File: src/rtl/pc_unit.sv
// pc_unit: program counter with fixed-priority redirects and a circular return-address stack.
// Optional trace outputs (last_src, redir_cnt) are built when PC_UNIT_TRACE_EN is defined.
module pc_unit #(
    parameter int unsigned      WIDTH     = 32,
    parameter logic [WIDTH-1:0] RESET_VEC = '0,
    parameter int unsigned      INC       = 1,
    parameter int unsigned      RAS_DEPTH = 4
) (
    input  logic                               clk,
    input  logic                               clr,
    input  logic                               enable,
    input  logic                               br_in,
    input  logic                               br_cond,
    input  logic                               jump,
    input  logic                               call,
    input  logic                               ret,
    input  logic [WIDTH-1:0]                   target,
    output logic [WIDTH-1:0]                   pc_q,
    output logic [WIDTH-1:0]                   pc_plus,
    output logic [$clog2(RAS_DEPTH+1)-1:0]     ras_cnt,
    output logic                               ras_empty,
    output logic                               ras_full,
`ifdef PC_UNIT_TRACE_EN
    output logic [WIDTH-1:0]                   last_src,
    output logic [15:0]                        redir_cnt,
`endif
    output logic                               ras_err
);

    localparam int unsigned     CW       = $clog2(RAS_DEPTH + 1);
    localparam int unsigned     PW       = $clog2(RAS_DEPTH);
    localparam logic [PW-1:0]   PTR_MAX  = PW'(RAS_DEPTH - 1);
    localparam logic [CW-1:0]   CNT_FULL = CW'(RAS_DEPTH);

    logic [WIDTH-1:0] ras_mem [RAS_DEPTH];
    logic [PW-1:0]    ras_ptr;
    logic [PW-1:0]    ptr_up;
    logic [PW-1:0]    ptr_dn;
    logic [PW-1:0]    ptr_d;
    logic [CW-1:0]    cnt_d;
    logic [WIDTH-1:0] pc_d;
    logic [WIDTH-1:0] ras_top;
    logic [PW-1:0]    wr_idx;
    logic             wr_en;
    logic             err_d;

    assign pc_plus   = pc_q + WIDTH'(INC);
    assign ras_empty = (ras_cnt == '0);
    assign ras_full  = (ras_cnt == CNT_FULL);

    // ras_ptr is the next free slot; the top entry sits one below it
    assign ptr_up  = (ras_ptr == PTR_MAX) ? '0 : ras_ptr + 1'b1;
    assign ptr_dn  = (ras_ptr == '0) ? PTR_MAX : ras_ptr - 1'b1;
    assign ras_top = ras_mem[ptr_dn];

    // Redirect resolution, first match wins; empty ret falls back to target
    always_comb begin
        pc_d   = pc_plus;
        ptr_d  = ras_ptr;
        cnt_d  = ras_cnt;
        err_d  = 1'b0;
        wr_en  = 1'b0;
        wr_idx = ras_ptr;
        if (ret && call) begin
            wr_en = 1'b1;
            if (!ras_empty) begin
                pc_d   = ras_top;
                wr_idx = ptr_dn;
            end else begin
                pc_d  = target;
                ptr_d = ptr_up;
                cnt_d = CW'(1);
                err_d = 1'b1;
            end
        end else if (ret) begin
            if (!ras_empty) begin
                pc_d  = ras_top;
                ptr_d = ptr_dn;
                cnt_d = ras_cnt - 1'b1;
            end else begin
                pc_d  = target;
                err_d = 1'b1;
            end
        end else if (call) begin
            pc_d  = target;
            wr_en = 1'b1;
            ptr_d = ptr_up;
            if (ras_full) begin
                err_d = 1'b1;
            end else begin
                cnt_d = ras_cnt + 1'b1;
            end
        end else if (jump || (br_in && br_cond)) begin
            pc_d = target;
        end
    end

    // PC, RAS pointer, occupancy and error pulse registers
    always_ff @(posedge clk or negedge clr) begin
        if (!clr) begin
            pc_q    <= RESET_VEC;
            ras_ptr <= '0;
            ras_cnt <= '0;
            ras_err <= 1'b0;
        end else if (enable) begin
            pc_q    <= pc_d;
            ras_ptr <= ptr_d;
            ras_cnt <= cnt_d;
            ras_err <= err_d;
        end else begin
            ras_err <= 1'b0;
        end
    end

    // RAS storage; contents need no reset since ras_cnt gates every read
    always_ff @(posedge clk) begin
        if (enable && wr_en) begin
            ras_mem[wr_idx] <= pc_plus;
        end
    end

`ifdef PC_UNIT_TRACE_EN
    logic redir;
    assign redir = ret || call || jump || (br_in && br_cond);

    // Source PC of the latest taken redirect and a saturating redirect count
    always_ff @(posedge clk or negedge clr) begin
        if (!clr) begin
            last_src  <= '0;
            redir_cnt <= '0;
        end else if (enable && redir) begin
            last_src <= pc_q;
            if (redir_cnt != 16'hFFFF) begin
                redir_cnt <= redir_cnt + 16'd1;
            end
        end
    end
`endif

endmodule

File: config.mk
export PLATFORM = sky130hd
export DESIGN_NAME = pc_unit
export DESIGN_NICKNAME = d
export VERILOG_FILES = /design/src/rtl/pc_unit.sv
export SDC_FILE = /design/constraint.sdc
export NUM_CORES = 1
export LEC_CHECK = 0
export CAP_MARGIN = 40
export CORE_MARGIN = 10
export CORE_UTILIZATION = 55
export DETAILED_ROUTE_END_ITERATION = 12
export PLACE_DENSITY_LB_ADDON = 0.05
export SLEW_MARGIN = 20
export SYNTH_ARGS = -nofsm -noshare
export SYNTH_HDL_FRONTEND = slang
export SYNTH_SLANG_ARGS = --single-unit
export TNS_END_PERCENT = 20
File: constraint.sdc
create_clock -name clk -period 4.9 [get_ports clk]
set_input_delay 1.47 -clock clk [delete_from_list [all_inputs] [get_ports clk]]
set_output_delay 1.47 -clock clk [all_outputs]
set_load 0.005 [all_outputs]
==> impl_metrics.ini <==
[flow_run]
cap_violations = 0

[timing]
fin_hold_ws_ps = 590.9
worst_slack_ps = 110.1
max_slew_margin_pct = 50.41
fmax_mhz = 208.8
hold_viol = 0
rsz0062_at_grt = no
skew_ps = 8.324
period_minus_slack_ps = 4790
slew_viol_final = 0
timing.final.crit_share_pct = 97.75
tightest_slew_ps = 737.0
tns_ps = 0
setup_violations = 0

[route]
first_pass_iters = 5
drt-initial-drc-count = 774
wl_um = 22630
drc = 0
via_count = 5878
vias_per_cell = 6.396
antenna_left = 0
post_drt_wl_per_cell_um = 24.62

[power_and_ir_drop]
p_int_mw = 3.855
switching_share_pct = 35.43
clkPwrFrac_pct = 21.1
seqPwrFrac_pct = 37.8
switching_power_mw = 2.116
ir_drop_mv = 0.3842
pwr-share-comb_pct = 41.0
p_total_mw = 5.970
power_density_nw_per_um2 = 600.7
leakage_nw = 3.470

[logic_synthesis]
synth_cell_types = 66
synth_ff_type = edfxtp_1
synth_edf_count = 128
synth_cells = 616
synth_nets = 660
async_flop_share_pct = 22.89
syn_avg_cell_area_um2 = 13.00
netlist_area_um2 = 8006
synthTopCellsByArea = edfxtp_1 (48%), dfrtp_1 (12%), mux4_2 (8.4%)
synth_top_area_cell = edfxtp_1
ys_seq_area_share_pct = 59.88
yosysWarnings = 0
ys_ff_latch = 166
yosys.area.top_type_share_pct = 48.01

[place]
io_buffers = 109
place_congestion = 0.8836
place_inst = 887
post-place-ws_ps = 623.9
dp_hpwl_um = 15580

[floorplanning]
ios = 110
core_um2 = 14420
die_x_um = 140.7
die_area_um2 = 19780
start_util_pct = 55.51
row_count = 44
die_h_um = 140.7

[global_route]
grt_usage_pct = 23.25
grt_pass1_vias = 5880
antenna_found_initial = 0
grt-ovfl-total = 0
grt_pass1_wl_um = 35220
grt_max_degree = 51

[setup_path]
worstRegToRegCells = 5
arrival_ps = 3320
r2r-end = ras_mem[0][15]
cp_max_fo = 7
worstPathRequired_ps = 3430
start_kind = flip-flop
crit_path_end_kind = output pin
r2r-start = ras_cnt[2]
reg2reg_slack_ps = 1940
critical_path_class = flip-flop to output pin

[clock_network]
clock_latency_ps = 430
cts_buffer_depth = 2
htree_levels = 4
clock_sinks = 166
cts_buffers = 17
cts_root_buf = clkbuf_16
cts_tree = yes
cts_hold_buf = 0
cts_resized = 0
clk_pin_slew_worst_paths_ps = 60
post-cts-setup-buffers = 0

[finish]
diodes = 0
fin_cells = 919
drive_above_1_share_pct = 14.69
fillCellCount = 1028
syn_to_final_growth_pct = 24.13
fin_nets = 766

[run_status]
outcome = completed

[worst_hold_path]
min_path_type = flip-flop to flip-flop
hp-start = pc_q[8]
holdPathStages = 2
hold-path-endpoint = pc_q[8]
==> per-stage QoR <==
step                      cell area, um2  util (%)
final                               9938     68.90
after global routing                9938     68.90
after CTS                           9918     68.76
after detailed placement            9364     64.92
after global placement              9344     64.78
after floorplan                     8006         -
==> kinds of logic (layout without fill, tap and decap cells) <==
kind of cell / after synthesis / in the layout / synth area share [%]
buf+inv: 58 / 177 / 2.876
compound gates: 143 / 143 / 12.30
simple gates: 168 / 168 / 10.38
mux: 45 / 45 / 10.35
fa+ha+maj: 4 / 4 / 0.7189
xor+xnor: 32 / 32 / 3.500
flops: 166 / 166 / 59.88
==> cell usage after synthesis, types with 3 or more instances <==
master and instances:
a22oi_1 3, nand4_1 12, or4_4 3, nand2_1 46
or3_1 4, xnor2_1 22, o22ai_1 5, a31o_2 3
clkbuf_1 35, a211oi_1 3, mux2i_1 13, buf_2 4
o221ai_1 8, and3_1 8, a211o_1 3, edfxtp_1 128
xor2_1 10, dfrtp_1 38, nor3_1 12, o211ai_1 3
a2bb2oi_1 6, nand3_1 17, a31oi_1 8, mux4_2 30
nor4_1 9, ha_1 3, a21oi_1 24, o21ai_0 34
a41oi_1 3, and2_1 4, a21o_1 4, inv_1 13
o22a_1 4, nor2_1 44, o31ai_1 8
==> sequential cells by signal (all words and copies together), names as in the netlist <==
name,flops
pc_q,32
ras_ptr,2
ras_err,1
ras_mem,128
ras_cnt,3
==> layer usage <==
metal  vias up  share of wire, %  global-route usage (%)
met5         -                 0                       0
met4         0               2.0                   8.098
met3        32               8.2                   6.617
met2       282                47                   35.52
met1      2943                43                   31.22
li1       2621                 -                       -
==> worst max path at each step <==
| stage | slack [ps] | start | endpoint |
|---|---|---|---|
| after CTS | 140 | pc_q[3] | pc_plus[20] |
| after global routing | 6 | pc_q[3] | pc_plus[16] |
| after floorplan | 540 | ret | ras_mem[1][0] |
| final | 110 | pc_q[0] | pc_plus[30] |
| after detailed placement | 620 | pc_q[3] | pc_plus[20] |
| after global placement | 680 | pc_q[3] | pc_plus[31] |
==> power by group through the flow <==
stage / sequential, mW / clock (mW) / combinational [mW]
after floorplan: 2.16 / 0 / 1.45
after global placement: 2.25 / 0 / 2.39
after detailed placement: 2.28 / 0 / 2.45
after CTS: 2.25 / 1.27 / 2.47
after global routing: 2.29 / 1.35 / 2.66
final: 2.26 / 1.26 / 2.45
==> layout by cell type (no fill, tap or decap), drive strengths merged, types with 3 or more instances in the layout <==
cell type,count
a31oi,8
o221ai,8
dfrtp,38
a21o,4
buf,23
a21oi,25
o22a,4
a31o,3
clkdlybuf4s50,107
nand2,46
o21ai,34
clkbuf,17
a211o,3
and3,8
o22ai,5
nor2,44
o211ai,3
ha,3
mux2i,13
clkinv,9
nor4,10
and2,4
mux4,30
or4,4
xor2,10
a22oi,3
or3,4
o31ai,8
nor3,12
inv,17
clkinvlp,3
nand4,13
a2bb2oi,6
a211oi,3
a41oi,3
nand3,17
xnor2,22
edfxtp,128
==> final cells by class <==
type | count | area (um2) | area share, %
multi-input combinational | 392 | 3039 | 30.58
sequential | 166 | 4795 | 48.24
inverter | 15 | 56.30 | 0.5665
tap | 184 | 230.2 | 2.317
clock buffer | 17 | 425.4 | 4.280
clock inverter | 15 | 128.9 | 1.297
timing repair buffer | 130 | 1264 | 12.72
==> worst max-delay path, stage by stage, from the launching register on <==
cell,delay (ps)
dfrtp_1,460
ha_1,270
nand2_1,210
or4_4,510
nor4_1,570
xnor2_1,290
clkdlybuf4s50_1,590
(Power assumes the default switching activity.)
